`src/rtl/secuenciador_pkg.sv`:
```
// secuenciador_pkg
// Shared definitions for the boot/run sequencer: the FSM state encoding,
// stream framing constants and a small state-classification helper.
package secuenciador_pkg;

  // Sequencer states; the encoding is fixed so it can be probed externally.
  typedef enum logic [2:0] {
    ST_IDLE   = 3'd0,
    ST_LEN    = 3'd1,
    ST_BYTES  = 3'd2,
    ST_WRITE  = 3'd3,
    ST_RUN    = 3'd4,
    ST_HALTED = 3'd5
  } estado_t;

  // Stream bytes that make up one instruction word.
  localparam int BYTES_POR_PALABRA = 4;

  // Width of the stream header byte that carries the word count.
  localparam int ANCHO_CABECERA = 8;

  // True for the states that belong to a program load (drives busy).
  function automatic logic es_carga(input estado_t st);
    logic r;
    case (st)
      ST_LEN, ST_BYTES, ST_WRITE: r = 1'b1;
      default:                    r = 1'b0;
    endcase
    return r;
  endfunction

  // True for the states that take bytes from the stream (drives byte_ready).
  function automatic logic acepta_byte(input estado_t st);
    logic r;
    case (st)
      ST_LEN, ST_BYTES: r = 1'b1;
      default:          r = 1'b0;
    endcase
    return r;
  endfunction

endpackage

```
`src/rtl/secuenciador_arranque_ensamblador.sv`:
```
// ensamblador_palabra
// Little-endian byte-to-word assembler. Each enabled byte is shifted in from
// the top so that after four bytes the first one sits in [7:0].
// Ports:
//   clk, rst     clock and asynchronous active-high reset
//   limpiar      synchronous clear of the partial word and byte counter
//   byte_en      a byte is accepted this cycle
//   byte_in      the byte being accepted
//   word_full    high in the cycle the 4th byte of a word is accepted
//   palabra      word including the byte currently presented on byte_in
module ensamblador_palabra
  import secuenciador_pkg::*;
(
  input  logic        clk,
  input  logic        rst,
  input  logic        limpiar,
  input  logic        byte_en,
  input  logic [7:0]  byte_in,
  output logic        word_full,
  output logic [31:0] palabra
);

  logic [31:0] shift_r;
  logic [1:0]  cnt_r;

  // Shift register and byte counter; the counter wraps after each word.
  always_ff @(posedge clk or posedge rst) begin
    if (rst) begin
      shift_r <= 32'd0;
      cnt_r   <= 2'd0;
    end else if (limpiar) begin
      shift_r <= 32'd0;
      cnt_r   <= 2'd0;
    end else if (byte_en) begin
      shift_r <= {byte_in, shift_r[31:8]};
      cnt_r   <= cnt_r + 2'd1;
    end else begin
      shift_r <= shift_r;
      cnt_r   <= cnt_r;
    end
  end

  // The full word is offered in the same cycle as its last byte so the
  // parent can register it on the edge that enters the write state.
  assign word_full = byte_en && (cnt_r == 2'(BYTES_POR_PALABRA - 1));
  assign palabra   = {byte_in, shift_r[31:8]};

endmodule

```
`src/rtl/secuenciador_arranque.sv`:
```
// secuenciador_arranque
// Boot and run sequencer for the single-cycle core. Holds the core in reset
// while a length-prefixed byte stream is written word by word into
// instruction memory, then releases the core on request, counts run cycles
// and re-asserts core reset on halt.
// Ports:
//   clk, reset            clock and asynchronous active-high reset
//   load_req, run_req     single-cycle request pulses (load wins)
//   byte_valid/byte_data  incoming stream, byte_ready is the handshake
//   halt                  core decoded a halt instruction
//   cpu_reset             core reset, active-high
//   imem_we/addr/wdata    instruction-memory write port
//   words_loaded          words written by the last load (saturating)
//   cycles                cycles spent in RUN (wraps)
//   busy, overflow, timeout  status flags
// Optional feature: define SECUENCIADOR_WATCHDOG_EN to stop RUN after
// WDOG_CYCLES cycles and flag timeout; otherwise timeout is tied low.
module secuenciador_arranque
  import secuenciador_pkg::*;
#(
  parameter int ADDR_W      = 6,
  parameter int WDOG_CYCLES = 1000
) (
  input  logic              clk,
  input  logic              reset,
  input  logic              load_req,
  input  logic              run_req,
  input  logic              byte_valid,
  input  logic [7:0]        byte_data,
  output logic              byte_ready,
  input  logic              halt,
  output logic              cpu_reset,
  output logic              imem_we,
  output logic [ADDR_W-1:0] imem_addr,
  output logic [31:0]       imem_wdata,
  output logic [ADDR_W:0]   words_loaded,
  output logic [31:0]       cycles,
  output logic              busy,
  output logic              overflow,
  output logic              timeout
);

  localparam int         DEPTH   = 1 << ADDR_W;
  localparam logic [8:0] DEPTH_W = 9'(DEPTH);

  estado_t state_r, state_next_s;

  logic                byte_ready_r;
  logic                imem_we_r;
  logic                cpu_reset_r;
  logic                busy_r;
  logic                overflow_r;
  logic                timeout_r;
  logic [ADDR_W-1:0]   addr_r;
  logic [31:0]         wdata_r;
  logic [ADDR_W:0]     words_loaded_r;
  logic [31:0]         cycles_r;
  logic [ANCHO_CABECERA-1:0] n_r;
  // Index of the word being assembled; 9 bits so it can exceed any depth.
  logic [8:0]          idx_r;

  logic                acc_s;
  logic                asm_en_s;
  logic                asm_clr_s;
  logic                word_full_s;
  logic [31:0]         palabra_s;
  logic                pending_s;
  logic                ovf_word_s;
  logic                wdog_s;

  assign acc_s      = byte_valid && byte_ready_r;
  assign asm_en_s   = acc_s && (state_r == ST_BYTES);
  assign asm_clr_s  = acc_s && (state_r == ST_LEN);
  // Words past the memory depth are consumed but never written.
  assign ovf_word_s = (idx_r >= DEPTH_W);
  assign pending_s  = ((idx_r + 9'd1) < {1'b0, n_r});

  ensamblador_palabra u_ensamblador (
    .clk       (clk),
    .rst       (reset),
    .limpiar   (asm_clr_s),
    .byte_en   (asm_en_s),
    .byte_in   (byte_data),
    .word_full (word_full_s),
    .palabra   (palabra_s)
  );

`ifdef SECUENCIADOR_WATCHDOG_EN
  // Fires on the RUN edge that would bring cycles up to the limit.
  assign wdog_s = (state_r == ST_RUN) && ((cycles_r + 32'd1) == 32'(WDOG_CYCLES));
`else
  assign wdog_s = 1'b0;
`endif

  // Next-state logic.
  always_comb begin
    state_next_s = state_r;
    case (state_r)
      ST_IDLE: begin
        if (load_req) begin
          state_next_s = ST_LEN;
        end else if (run_req && (words_loaded_r != '0)) begin
          state_next_s = ST_RUN;
        end else begin
          state_next_s = ST_IDLE;
        end
      end
      ST_LEN: begin
        if (acc_s) begin
          if (byte_data == 8'd0) begin
            state_next_s = ST_IDLE;
          end else begin
            state_next_s = ST_BYTES;
          end
        end else begin
          state_next_s = ST_LEN;
        end
      end
      ST_BYTES: begin
        if (word_full_s) begin
          state_next_s = ST_WRITE;
        end else begin
          state_next_s = ST_BYTES;
        end
      end
      ST_WRITE: begin
        if (pending_s) begin
          state_next_s = ST_BYTES;
        end else begin
          state_next_s = ST_IDLE;
        end
      end
      ST_RUN: begin
        if (halt || wdog_s) begin
          state_next_s = ST_HALTED;
        end else begin
          state_next_s = ST_RUN;
        end
      end
      ST_HALTED: begin
        if (load_req) begin
          state_next_s = ST_LEN;
        end else if (run_req) begin
          state_next_s = ST_RUN;
        end else begin
          state_next_s = ST_HALTED;
        end
      end
      default: begin
        state_next_s = ST_IDLE;
      end
    endcase
  end

  // State register plus every registered output and load/run bookkeeping.
  // Outputs are computed from the next state so they line up with it.
  always_ff @(posedge clk or posedge reset) begin
    if (reset) begin
      state_r        <= ST_IDLE;
      byte_ready_r   <= 1'b0;
      imem_we_r      <= 1'b0;
      cpu_reset_r    <= 1'b1;
      busy_r         <= 1'b0;
      overflow_r     <= 1'b0;
      addr_r         <= '0;
      wdata_r        <= 32'd0;
      words_loaded_r <= '0;
      cycles_r       <= 32'd0;
      n_r            <= '0;
      idx_r          <= 9'd0;
    end else begin
      state_r      <= state_next_s;
      byte_ready_r <= acepta_byte(state_next_s);
      busy_r       <= es_carga(state_next_s);
      cpu_reset_r  <= (state_next_s != ST_RUN);
      imem_we_r    <= (state_next_s == ST_WRITE) && !ovf_word_s;

      if (asm_clr_s) begin
        n_r            <= byte_data;
        idx_r          <= 9'd0;
        words_loaded_r <= '0;
        overflow_r     <= 1'b0;
        addr_r         <= '0;
      end else if (word_full_s) begin
        // Latch the word on entry to WRITE so it is stable during the strobe.
        if (ovf_word_s) begin
          overflow_r <= 1'b1;
        end else begin
          wdata_r <= palabra_s;
        end
      end else if (state_r == ST_WRITE) begin
        idx_r <= idx_r + 9'd1;
        if (!ovf_word_s) begin
          words_loaded_r <= words_loaded_r + 1'b1;
          addr_r         <= addr_r + 1'b1;
        end else begin
          words_loaded_r <= words_loaded_r;
        end
      end else begin
        idx_r <= idx_r;
      end

      if ((state_next_s == ST_RUN) && (state_r != ST_RUN)) begin
        cycles_r <= 32'd0;
      end else if (state_r == ST_RUN) begin
        cycles_r <= cycles_r + 32'd1;
      end else begin
        cycles_r <= cycles_r;
      end
    end
  end

`ifdef SECUENCIADOR_WATCHDOG_EN
  // Sticky timeout flag, cleared by a request accepted from HALTED.
  always_ff @(posedge clk or posedge reset) begin
    if (reset) begin
      timeout_r <= 1'b0;
    end else if (wdog_s) begin
      timeout_r <= 1'b1;
    end else if ((state_r == ST_HALTED) && (load_req || run_req)) begin
      timeout_r <= 1'b0;
    end else begin
      timeout_r <= timeout_r;
    end
  end
`else
  assign timeout_r = 1'b0;
`endif

  assign byte_ready   = byte_ready_r;
  assign imem_we      = imem_we_r;
  assign cpu_reset    = cpu_reset_r;
  assign busy         = busy_r;
  assign overflow     = overflow_r;
  assign timeout      = timeout_r;
  assign imem_addr    = addr_r;
  assign imem_wdata   = wdata_r;
  assign words_loaded = words_loaded_r;
  assign cycles       = cycles_r;

endmodule

```
`config.mk`:
```
export PLATFORM = sky130hd
export DESIGN_NAME = secuenciador_arranque
export DESIGN_NICKNAME = d
export VERILOG_FILES = /design/src/rtl/secuenciador_pkg.sv /design/src/rtl/secuenciador_arranque_ensamblador.sv /design/src/rtl/secuenciador_arranque.sv
export SDC_FILE = /design/constraint.sdc
export NUM_CORES = 1
export LEC_CHECK = 0
export BUFFER_PORTS_ARGS = -buffer_cell sky130_fd_sc_hd__buf_2
export CORE_ASPECT_RATIO = 1.5
export CORE_MARGIN = 4
export CORE_UTILIZATION = 50
export CTS_BUF_LIST = sky130_fd_sc_hd__clkbuf_8
export DETAILED_ROUTE_END_ITERATION = 8
export PLACE_DENSITY = 0.72
export SYNTH_ARGS = -nofsm -noshare
export SYNTH_HDL_FRONTEND = slang
export SYNTH_SLANG_ARGS = --single-unit
export TNS_END_PERCENT = 1
```
`constraint.sdc`:
```
create_clock -name clk -period 4.7 [get_ports clk]
set_input_delay 0 -clock clk [delete_from_list [all_inputs] [get_ports clk]]
set_output_delay 0 -clock clk [all_outputs]
set_load 0.1 [all_outputs]
```
# Yosys cells after proc, flatten, opt, wreduce, memory -nomap -nowiden
# Cells that the tools add are included.
[word_totals]
ff_bits = 136
out_inout_bits = 83
elab_cells = 91
[classes]
n_addsub = 5
n_lt_le_gt_ge = 2
n_eq_ne = 14
n_mux = 32
bitwise_logic = 2
n_reduce_logical = 22
[op_table]
columns = ["cell", "count"]
rows = [
  ["two-way mux 32 bit", 4],
  ["adder 32 x 1 -> 32 bit (second input constant)", 1],
  ["two-way mux 7 bit", 4],
  ["two-way mux 9 bit", 3],
  ["two-way mux 6 bit", 4],
  ["case mux 3 bit (6 select lines)", 1],
  ["equality test 3 x 2 -> 1 bit (second input constant)", 4],
  ["two-way mux 3 bit", 4],
  ["nonzero test 2 bit", 5],
  ["adder 9 x 1 -> 9 bit (second input constant)", 1],
  ["equality test 3 bit (second input constant)", 3],
  [">= comparator 9 x 7 -> 1 bit (second input constant)", 1],
  ["< comparator 9 x 8 -> 1 bit", 1],
  ["logical NOT 8 bit", 1],
  ["two-way mux 1 bit", 8],
  ["two-way mux 2 bit", 4],
  ["adder 7 x 1 -> 7 bit (second input constant)", 1],
  ["logical AND 1 bit", 7],
  ["nonzero test 7 bit", 1],
  ["adder 6 x 1 -> 6 bit (second input constant)", 1],
  ["equality test 3 x 1 -> 1 bit (second input constant)", 2],
  ["inequality test 3 bit (second input constant)", 2],
  ["AND reduction 3 bit", 2],
  ["inequality test 2 bit (second input constant)", 2],
  ["8 further kinds", 10],
]

# Depth between registers and ports, before layout
# Gate-level depths: netlist (run 1).
[depth]
ltp_word = 8
mapped_depth = 9

# By module
# Synthesis (run 1) repeated with hierarchy kept, for this count alone.
[unflattened]
hier_cells = 547
hier_area_um2 = 5997.0
[modules_own_cells]
columns = ["mod", "instances", "cells_each", "area_per_inst_um2", "seq_area_each_um2"]
rows = [
  ["secuenciador_arranque", 1, 452, 4838.4, 2553.7],
  ["ensamblador_palabra", 1, 95, 1158.6, 650.6],
]

# Worst setup path after synthesis (run 1)
# Ideal clock, no wire load.
[synth_path]
kind = "register to register"
startpoint = "register words_loaded_r[0], in the netlist words_loaded[0]"
endpoint = "register cycles_r[10], in the netlist cycles[10]"
setup_time_ns = 0.134
t_arrival_ns = 2.524
required_time_ns = 4.566
path_slack_ns = 2.041
stages_incl_launch_ff = 8
n_path_buf = 1
period_less_slack_ns = 2.659
path_cell_list = "dfrtp_1 > inv_1 > ha_1 > nor4b_1 > a221oi_2 > nor3b_1 > clkbuf_1 > o21ai_0"
[synth_via]
elab_chain_len = 8
elab_cells_between_ends = 9
cone_classes = "eq/ne (1); mux (4); reduce/logical (4)"
[synth_lines]
columns = ["item", "line", "rtl"]
rows = [
  ["start: declaration", "secuenciador_arranque.sv:56", "logic [ADDR_W:0] words_loaded_r;"],
  ["start signal: assignment", "secuenciador_arranque.sv:194", "words_loaded_r <= words_loaded_r + 1'b1;"],
  ["start signal: assignment", "secuenciador_arranque.sv:197", "words_loaded_r <= words_loaded_r;"],
  ["nonzero test 7 bit (*)", "secuenciador_arranque.sv:102", "end else if (run_req && (words_loaded_r != '0)) begin"],
  ["logical AND 1 bit (*)", "secuenciador_arranque.sv:102", ""],
  ["two-way mux 3 bit (*)", "secuenciador_arranque.sv:102", ""],
  ["two-way mux 3 bit (*)", "secuenciador_arranque.sv:100", "if (load_req) begin"],
  ["case mux 3 bit (6 select lines) (*)", "secuenciador_arranque.sv:98", "case (state_r)"],
  ["net state_next_s[2]", "secuenciador_arranque.sv:46", "estado_t state_r, state_next_s;"],
  ["equality test 3 bit (*)", "secuenciador_arranque.sv:203", "if ((state_next_s == ST_RUN) && (state_r != ST_RUN)) begin"],
  ["logical AND 1 bit (*)", "secuenciador_arranque.sv:203", ""],
  ["two-way mux 32 bit or nonzero test 2 bit (tied branches)", "-", ""],
  ["end signal: assignment", "secuenciador_arranque.sv:206", "cycles_r <= cycles_r + 32'd1;"],
  ["end signal: assignment", "secuenciador_arranque.sv:208", "cycles_r <= cycles_r;"],
  ["end: declaration", "secuenciador_arranque.sv:57", "logic [31:0] cycles_r;"],
]
# Mark *: on every way through the listed nets, which the timed path passes. The rest lies on a longest branch.
# A chain may end at the register's enable or synchronous reset.

# Final worst setup path (run 1)
[layout_path]
startpoint = "register idx_r[0]"
endpoint = "register byte_ready_r, in the netlist byte_ready"
[layout_via]
elab_chain_len = 7
elab_cells_between_ends = 8
cone_classes = "add/sub (1); order compare (1); eq/ne (2); mux (3); reduce/logical (1)"
[layout_lines]
columns = ["item", "line", "rtl"]
rows = [
  ["start: declaration", "secuenciador_arranque.sv:60", "logic [8:0] idx_r;"],
  ["start signal: assignment", "secuenciador_arranque.sv:192", "idx_r <= idx_r + 9'd1;"],
  ["start signal: assignment", "secuenciador_arranque.sv:200", "idx_r <= idx_r;"],
  ["adder 9 x 1 -> 9 bit (*)", "secuenciador_arranque.sv:76", "assign pending_s = ((idx_r + 9'd1) < {1'b0, n_r});"],
  ["< comparator 9 x 8 -> 1 bit (*)", "secuenciador_arranque.sv:76", ""],
  ["two-way mux 2 bit (*)", "secuenciador_arranque.sv:127", "if (pending_s) begin"],
  ["case mux 3 bit (6 select lines) (*)", "secuenciador_arranque.sv:98", ""],
  ["equality test 3 x 1 -> 1 bit or equality test 3 x 2 -> 1 bit (tied branches)", "secuenciador_pkg.sv:35", "case (st)"],
  ["OR reduction 2 bit (*)", "secuenciador_pkg.sv:35", ""],
  ["two-way mux 1 bit (*)", "secuenciador_pkg.sv:35", ""],
  ["end signal: assignment", "secuenciador_arranque.sv:173", "byte_ready_r <= acepta_byte(state_next_s);"],
  ["end: declaration", "secuenciador_arranque.sv:48", "logic byte_ready_r;"],
]
# Every way passes the cells marked *; elsewhere a longest branch is shown, timed or not.

==> summary.md, run 1 <==
| Metric | Value |
|---|---|
| Worst setup path class | `reg2reg` |
| Fin crit period | `2.52 ns` |
| Design Power | `5.04 mW` |
| Top cells by count, synth | `dfrtp_1, nand2_1, nor2_1` |
| Row cnt | `47` |
| Netlist cell types | `51` |
| Clock group share of total power | `0.191` |
| Hold path depth | `3` |
| Pwr Density | `727 mW/mm2` |
| Number of port buffers | `95` |
| DRC violations left | `0` |
| Cell taking the most area after synthesis | `dfrtp_1` |
| Vias in the first global route | `4,404` |
| GR Overflow Total | `0` |
| TritonRoute pass-1 iters | `4` |
| WHS Endpoint | `state_r[0]` |
| Core Util, Final | `0.620` |
| Die width | `96.0 um` |
| CP Capture Type | `flip-flop` |
| Largest cells by area after synthesis | `dfrtp_1, mux2_2, nand2_1` |
| DP HPWL | `8850 um` |
| Critical Path AT | `2.84 ns` |
| Wire length per cell | `15.4 um` |
| Reg2reg start | `idx_r[0]` |
| CTS clk-pin slew, worst paths | `0.08 ns` |
| Io pins | `97` |
| Starting DRC count in detailed routing | `234` |
| Clk root buf | `clkbuf_8` |
| Initial Util | `0.519` |
| Initial antenna violation count | `0` |
| Hold_ws | `0.104 ns` |
| Final Max Tran Viols | `0` |
| Cell Int Power | `2.40 mW` |
| Worst-Margin Slew | `1.07 ns` |
| Max Cap Violations | `0` |
| R2R cell count | `9` |
| Combinational Power Share | `0.457` |
| Share of layout cells above drive strength 1 | `0.274` |
| Syn_area_per_cell | `10.6 um2` |
| Clock latency on the worst-skew pair | `0.43 ns` |
| Flop pwr share | `0.352` |
| F_max | `397 MHz` |
| Sink Count | `128` |
| Max transition margin | `0.287` |
| Crit Path Max Fanout | `7` |
| Synth Instances | `549` |
| Full die area | `0.0134 mm2` |
| Htree depth | `4` |
| First-pass GRT wire length | `21,600 um` |
| Peak VDD IR | `0.336 mV` |
| CP startpoint kind | `flip-flop` |
| Die height | `140 um` |
| NumNets Final | `684` |
| RSZ-0062 raised after global routing | `false` |
| Cell area after synthesis | `0.00580 mm2` |
| Worst reg-to-reg setup slack | `2.18 ns` |
| Post-route ant nets | `0` |
| Crit share post-route | `0.536` |
| Endpoints failing setup | `0` |
| Switching share of power | `0.524` |
| Post-synthesis sequential area ratio | `0.552` |
| Worst hold start | `halt` |
| Worst R2R End | `byte_ready` |
| Yosys warnings | `0` |
| CTS tree | `done` |
| Fin. Hold Viols | `0` |
| Ant. Diodes | `0` |
| Setup TNS | `0 ns` |
| Gr usage total | `0.204` |
| Top-area cell type share of the netlist area | `0.548` |
| Clock Tree Buf Depth | `2` |
| Cell with the most instances after synthesis | `dfrtp_1` |
| Total CTS buffers | `17` |
| Core ar. | `0.0112 mm2` |
| Layout area overhead | `19.4%` |
| Vias | `4,377` |
| Lkg Pwr | `3.49 nW` |
| Worst clock skew | `0.00946 ns` |
| Gp weighted congestion | `0.800` |
| Status | `completed` |
| Synth Register Bits | `128` |
| Net Count, Synth | `577` |
| Post-synthesis async set-or-reset flop share | `1.00` |
| Via/cell ratio | `5.36` |
| Worst path required time | `5.02 ns` |
| EDFF count, synth | `0` |
| Largest net degree at the start of global routing | `88` |
| DRT Wirelength | `12,600 um` |
| Prevailing post-synth register cell | `dfrtp_1` |
| Psw | `2.64 mW` |
| Worst Hold Class | `in2reg` |
[power by group through the flow]
stage          clock network (mW)  logic, mW  registers (mW)
2_1_floorplan                   0      0.704            2.94
3_3_place_gp                    0       2.26            1.76
3_5_place_dp                    0       2.31            1.79
4_1_cts                     0.991       2.32            1.77
5_1_grt                      1.04       2.46            1.83
6_report                    0.963       2.30            1.77
[worst max path at each step]
stage	startpoint	to	slack (ns)	cells past startpoint
finish	idx_r[0]	byte_ready	2.18	9
global route	idx_r[0]	byte_ready	1.91	9
CTS	idx_r[0]	byte_ready	2.18	9
detailed placement	idx_r[0]	byte_ready	2.22	9
global placement	idx_r[0]	byte_ready	2.34	9
floorplan	reset	busy	1.29	1
[placed cells by master (no fill, tap or decap), types with 13 or more instances in the layout]
| cell | synthesis | routed |
|---|---|---|
| o21ai_0 | 31 | 31 |
| dfrtp_1 | 127 | 127 |
| nand3_1 | 22 | 22 |
| inv_1 | 18 | 17 |
| nor2_1 | 46 | 45 |
| o21bai_1 | 15 | 15 |
| nand2_1 | 77 | 77 |
| clkbuf_8 | 0 | 19 |
| a22o_1 | 13 | 13 |
| a21oi_1 | 18 | 18 |
| buf_2 | 4 | 95 |
| mux2_2 | 33 | 33 |
| ha_1 | 14 | 14 |
| xor2_1 | 16 | 16 |
| nand4_1 | 13 | 13 |
[what timing repair did]
action,CTS,global route
endpoints found under the hold margin,111,0
hold buffers,10,0
endpoints found under the setup margin,0,0
gates resized for setup,0,0
setup buffers,0,0
[worst max-delay path, stage by stage, from the launching register on]
cell	delay [ns]
dfrtp_1	0.45
ha_1	0.25
nand3_1	0.16
nor2_1	0.23
xor2_1	0.17
ha_1	0.26
a21o_1	0.16
a211oi_1	0.22
o211ai_1	0.19
a221oi_1	0.32
[sequential cells by signal, indices dropped and copies added (netlist names)]
register / count
overflow: 1
byte_ready: 1
imem_wdata: 32
idx_r: 9
u_ensamblador.cnt_r: 2
cycles: 32
words_loaded: 7
imem_addr: 6
n_r: 8
busy: 1
cpu_reset: 1
state_r: 3
u_ensamblador.shift_r: 24
imem_we: 1
[layer usage]
metal  vias to the layer above  track usage  part of all wire
met5                         -            0                 0
met4                         0       0.0607             0.014
met3                        13       0.0467             0.053
met1                      2138        0.263              0.40
met2                       112        0.339              0.53
li1                       2114            -                 -
[cells by family after synthesis]
group	share of synthesized area
multiplexers	0.0641
other	0.000646
AO/OA/AOI/OAI	0.103
XOR/XNOR	0.0423
flip-flops	0.552
AND/OR/NAND/NOR	0.179
adder cells (fa/ha/maj)	0.0302
buffers and inverters	0.0287
[area by class of cell]
class,instances,area [um2]
clock buffer,19,262
inverter,18,70.1
multi-input combinational,381,2440
timing repair buffer,110,613
sequential,128,3200
clock inverter,13,151
tap,147,184
fill,924,4250
[stage by stage]
step | area (um2) | worst slack [ns] | std cells
after floorplan | 5800 | 1.29 | 549
after global placement | 6410 | 2.34 | 774
after detailed placement | 6410 | 2.22 | 774
after CTS | 6930 | 2.18 | 816
after global routing | 6930 | 1.91 | 816
final | 6930 | 2.18 | 816
(Power assumes the default switching activity.)
==> inputs of run 2 (changes only) <==
==> constraint.sdc (replaced) <==
create_clock -name clk -period 2.5 [get_ports clk]
set_input_delay 0 -clock clk [delete_from_list [all_inputs] [get_ports clk]]
set_output_delay 0 -clock clk [all_outputs]
set_load 0.1 [all_outputs]
==> run 2 against run 1 <==
  * Worst setup slack lost 2.0 ns
  * Clock power up 68%
  * Power grew 86%
  * Flip-flop and latch count unchanged
  * Cell count grew 1.3%
  * Maximum frequency increased by 8.2%
  * Worst hold slack got worse by 0.041 ns
  * Count of clock-buffer cells in the layout down 1
  * Die area unchanged
  * Via count is 2.5% higher
  * Highest routed layer unchanged
==> summary.md, run 2 (same netlist as run 1, synthesis figures left out) <==
| Metric | Value |
|---|---|
| Status | `completed` |
| Ant. Diodes | `0` |
| Psw | `4.94 mW` |
| Die width | `96.0 um` |
| Largest delay share family, worst path | `compound AO/OA/AOI/OAI gates` |
| CP startpoint kind | `flip-flop` |
| GR Overflow Total | `0` |
| Critical Path AT | `2.65 ns` |
| Max Cap Violations | `0` |
| Slowest CP cell | `dfrtp_1` |
| Most frequent cells in the layout | `dfrtp_1, buf_2, nand2_1` |
| Gr busiest metal | `met2` |
| Clk root buf | `clkbuf_8` |
| F_max | `429 MHz` |
| Clock latency on the worst-skew pair | `0.42 ns` |
| Wire length per cell | `15.4 um` |
| Largest net degree at the start of global routing | `57` |
| Initial antenna violation count | `0` |
| Flop pwr share | `0.351` |
| Core ar. | `0.0112 mm2` |
| Worst-Margin Slew | `0.861 ns` |
| CTS tree | `done` |
| Worst hold start | `load_req` |
| Max transition margin | `0.424` |
| Hold_ws | `0.0630 ns` |
| Met1 Use GR | `0.247` |
| Starting DRC count in detailed routing | `219` |
| CTS clk-pin slew, worst paths | `0.07 ns` |
| WP buf/inv | `1` |
| Setup TNS | `0 ns` |
| Clock Tree Buf Depth | `2` |
| FILL cells | `935` |
| Worst Hold Class | `in2reg` |
| Cell Int Power | `4.44 mW` |
| Worst clock skew | `0.0101 ns` |
| Gr usage total | `0.202` |
| Combinational Power Share | `0.476` |
| Pwr Density | `1340 mW/mm2` |
| Core Util, Final | `0.629` |
| Final Max Tran Viols | `0` |
| Fin. Hold Viols | `0` |
| Pre-CTS setup slack | `0.0789 ns` |
| DRC violations left | `0` |
| Htree depth | `4` |
| Fin crit period | `2.33 ns` |
| Total CTS buffers | `17` |
| Crit share post-route | `0.932` |
| Min setup slack post-route | `0.170 ns` |
| TritonRoute pass-1 iters | `4` |
| Endpoints failing setup | `0` |
| Met2 Track Usage GR | `0.348` |
| DRT Wirelength | `12,800 um` |
| Met3 usage | `0.0418` |
| Die height | `140 um` |
| Layout area overhead | `21.1%` |
| Worst path required time | `2.82 ns` |
| Crit-path cells | `buf_4, and3_1, nand3_1, nor2_2, xor2_2, ha_1, a211oi_1, o211ai_1, a221oi_2` |
| Non-Filler Instances | `827` |
| First-pass GRT wire length | `21,500 um` |
| Share of layout cells above drive strength 1 | `0.293` |
| Vias in the first global route | `4,537` |
| NumNets Final | `695` |
| Lkg Pwr | `3.54 nW` |
| Row cnt | `47` |
| RSZ-0062 raised after global routing | `false` |
| Via/cell ratio | `5.42` |
| Io pins | `97` |
| Peak VDD IR | `0.640 mV` |
| Design Power | `9.38 mW` |
| Slowest cell delay on critical path | `0.36 ns` |
| Sink Count | `128` |
| DP HPWL | `9020 um` |
| Most common library cell in the layout ignoring fill and taps | `dfrtp_1` |
| Gp weighted congestion | `0.813` |
| Reg2reg start | `idx_r[0]` |
| Switching share of power | `0.527` |
| Number of port buffers | `95` |
| Vias | `4,486` |
| Finished layout cell area | `0.00703 mm2` |
| CP Capture Type | `flip-flop` |
| Crit Path Max Fanout | `6` |
| Post-route ant nets | `0` |
| Placed inst area | `0.00653 mm2` |
| Clock group share of total power | `0.173` |
| Cell Count Post-Placement | `784` |
| Worst Setup SP | `idx_r[0]` |
| Initial Util | `0.519` |
| Full die area | `0.0134 mm2` |
| Worst setup path class | `reg2reg` |
[run 2: cell types whose count changed in the layout (fill, tap and decap cells not counted), moves of 2 or more]
cell,delta
buf_4,+9
clkinvlp_4,+4
inv_1,+2
nor2_2,+2
nor2_1,-2
inv_6,-2
buf_12,+3
clkinv_2,+2
clkinv_4,-3
[run 2: final timing paths]
check	to	slack [ns]	cells past startpoint
setup / recovery	byte_ready	0.17	9
hold / removal	state_r[2]	0.06	4
setup reg to reg	byte_ready	0.17	9
hold reg to reg	imem_wdata[25]	0.50	1
max in group asynchronous	cpu_reset	1.45	4
min in group asynchronous	cycles[13]	0.27	3
[run 2: timing repair]
action                                 CTS  global route
setup buffers                            0             2
hold buffers                             9             0
gates resized for setup                  0             6
endpoints found under the hold margin   57             0
setup endpoints to repair                0             1
[run 2: worst min-delay path: stages]
cell and delay (ns):
buf_2 0.10, nand2b_1 0.11, a221oi_2 0.07, buf_4 0.15
[run 2: routing by layer]
metal / wire length (um) / vias up
met1: 5180 / 2218
met4: 191 / 0
met3: 550 / 17
li1: - / 2133
met5: 0 / -
met2: 6830 / 118
[run 2: cell type report]
cell class                 count  area [um2]  share of cell area
clock buffer                  18         248              0.0353
multi-input combinational    381        2470               0.352
sequential                   128        3200               0.456
tap                          147         184              0.0262
clock inverter                14         118              0.0167
timing repair buffer         121         731               0.104
inverter                      18        71.3              0.0102
[run 2: power by group through the flow]
stage	Combinational, mW	Sequential [mW]	Clock (mW)
2_1_floorplan	1.32	5.52	0
3_3_place_gp	4.35	3.29	0
3_5_place_dp	4.44	3.33	0
4_1_cts	4.46	3.29	1.67
5_1_grt	4.75	3.40	1.76
6_report	4.46	3.29	1.62
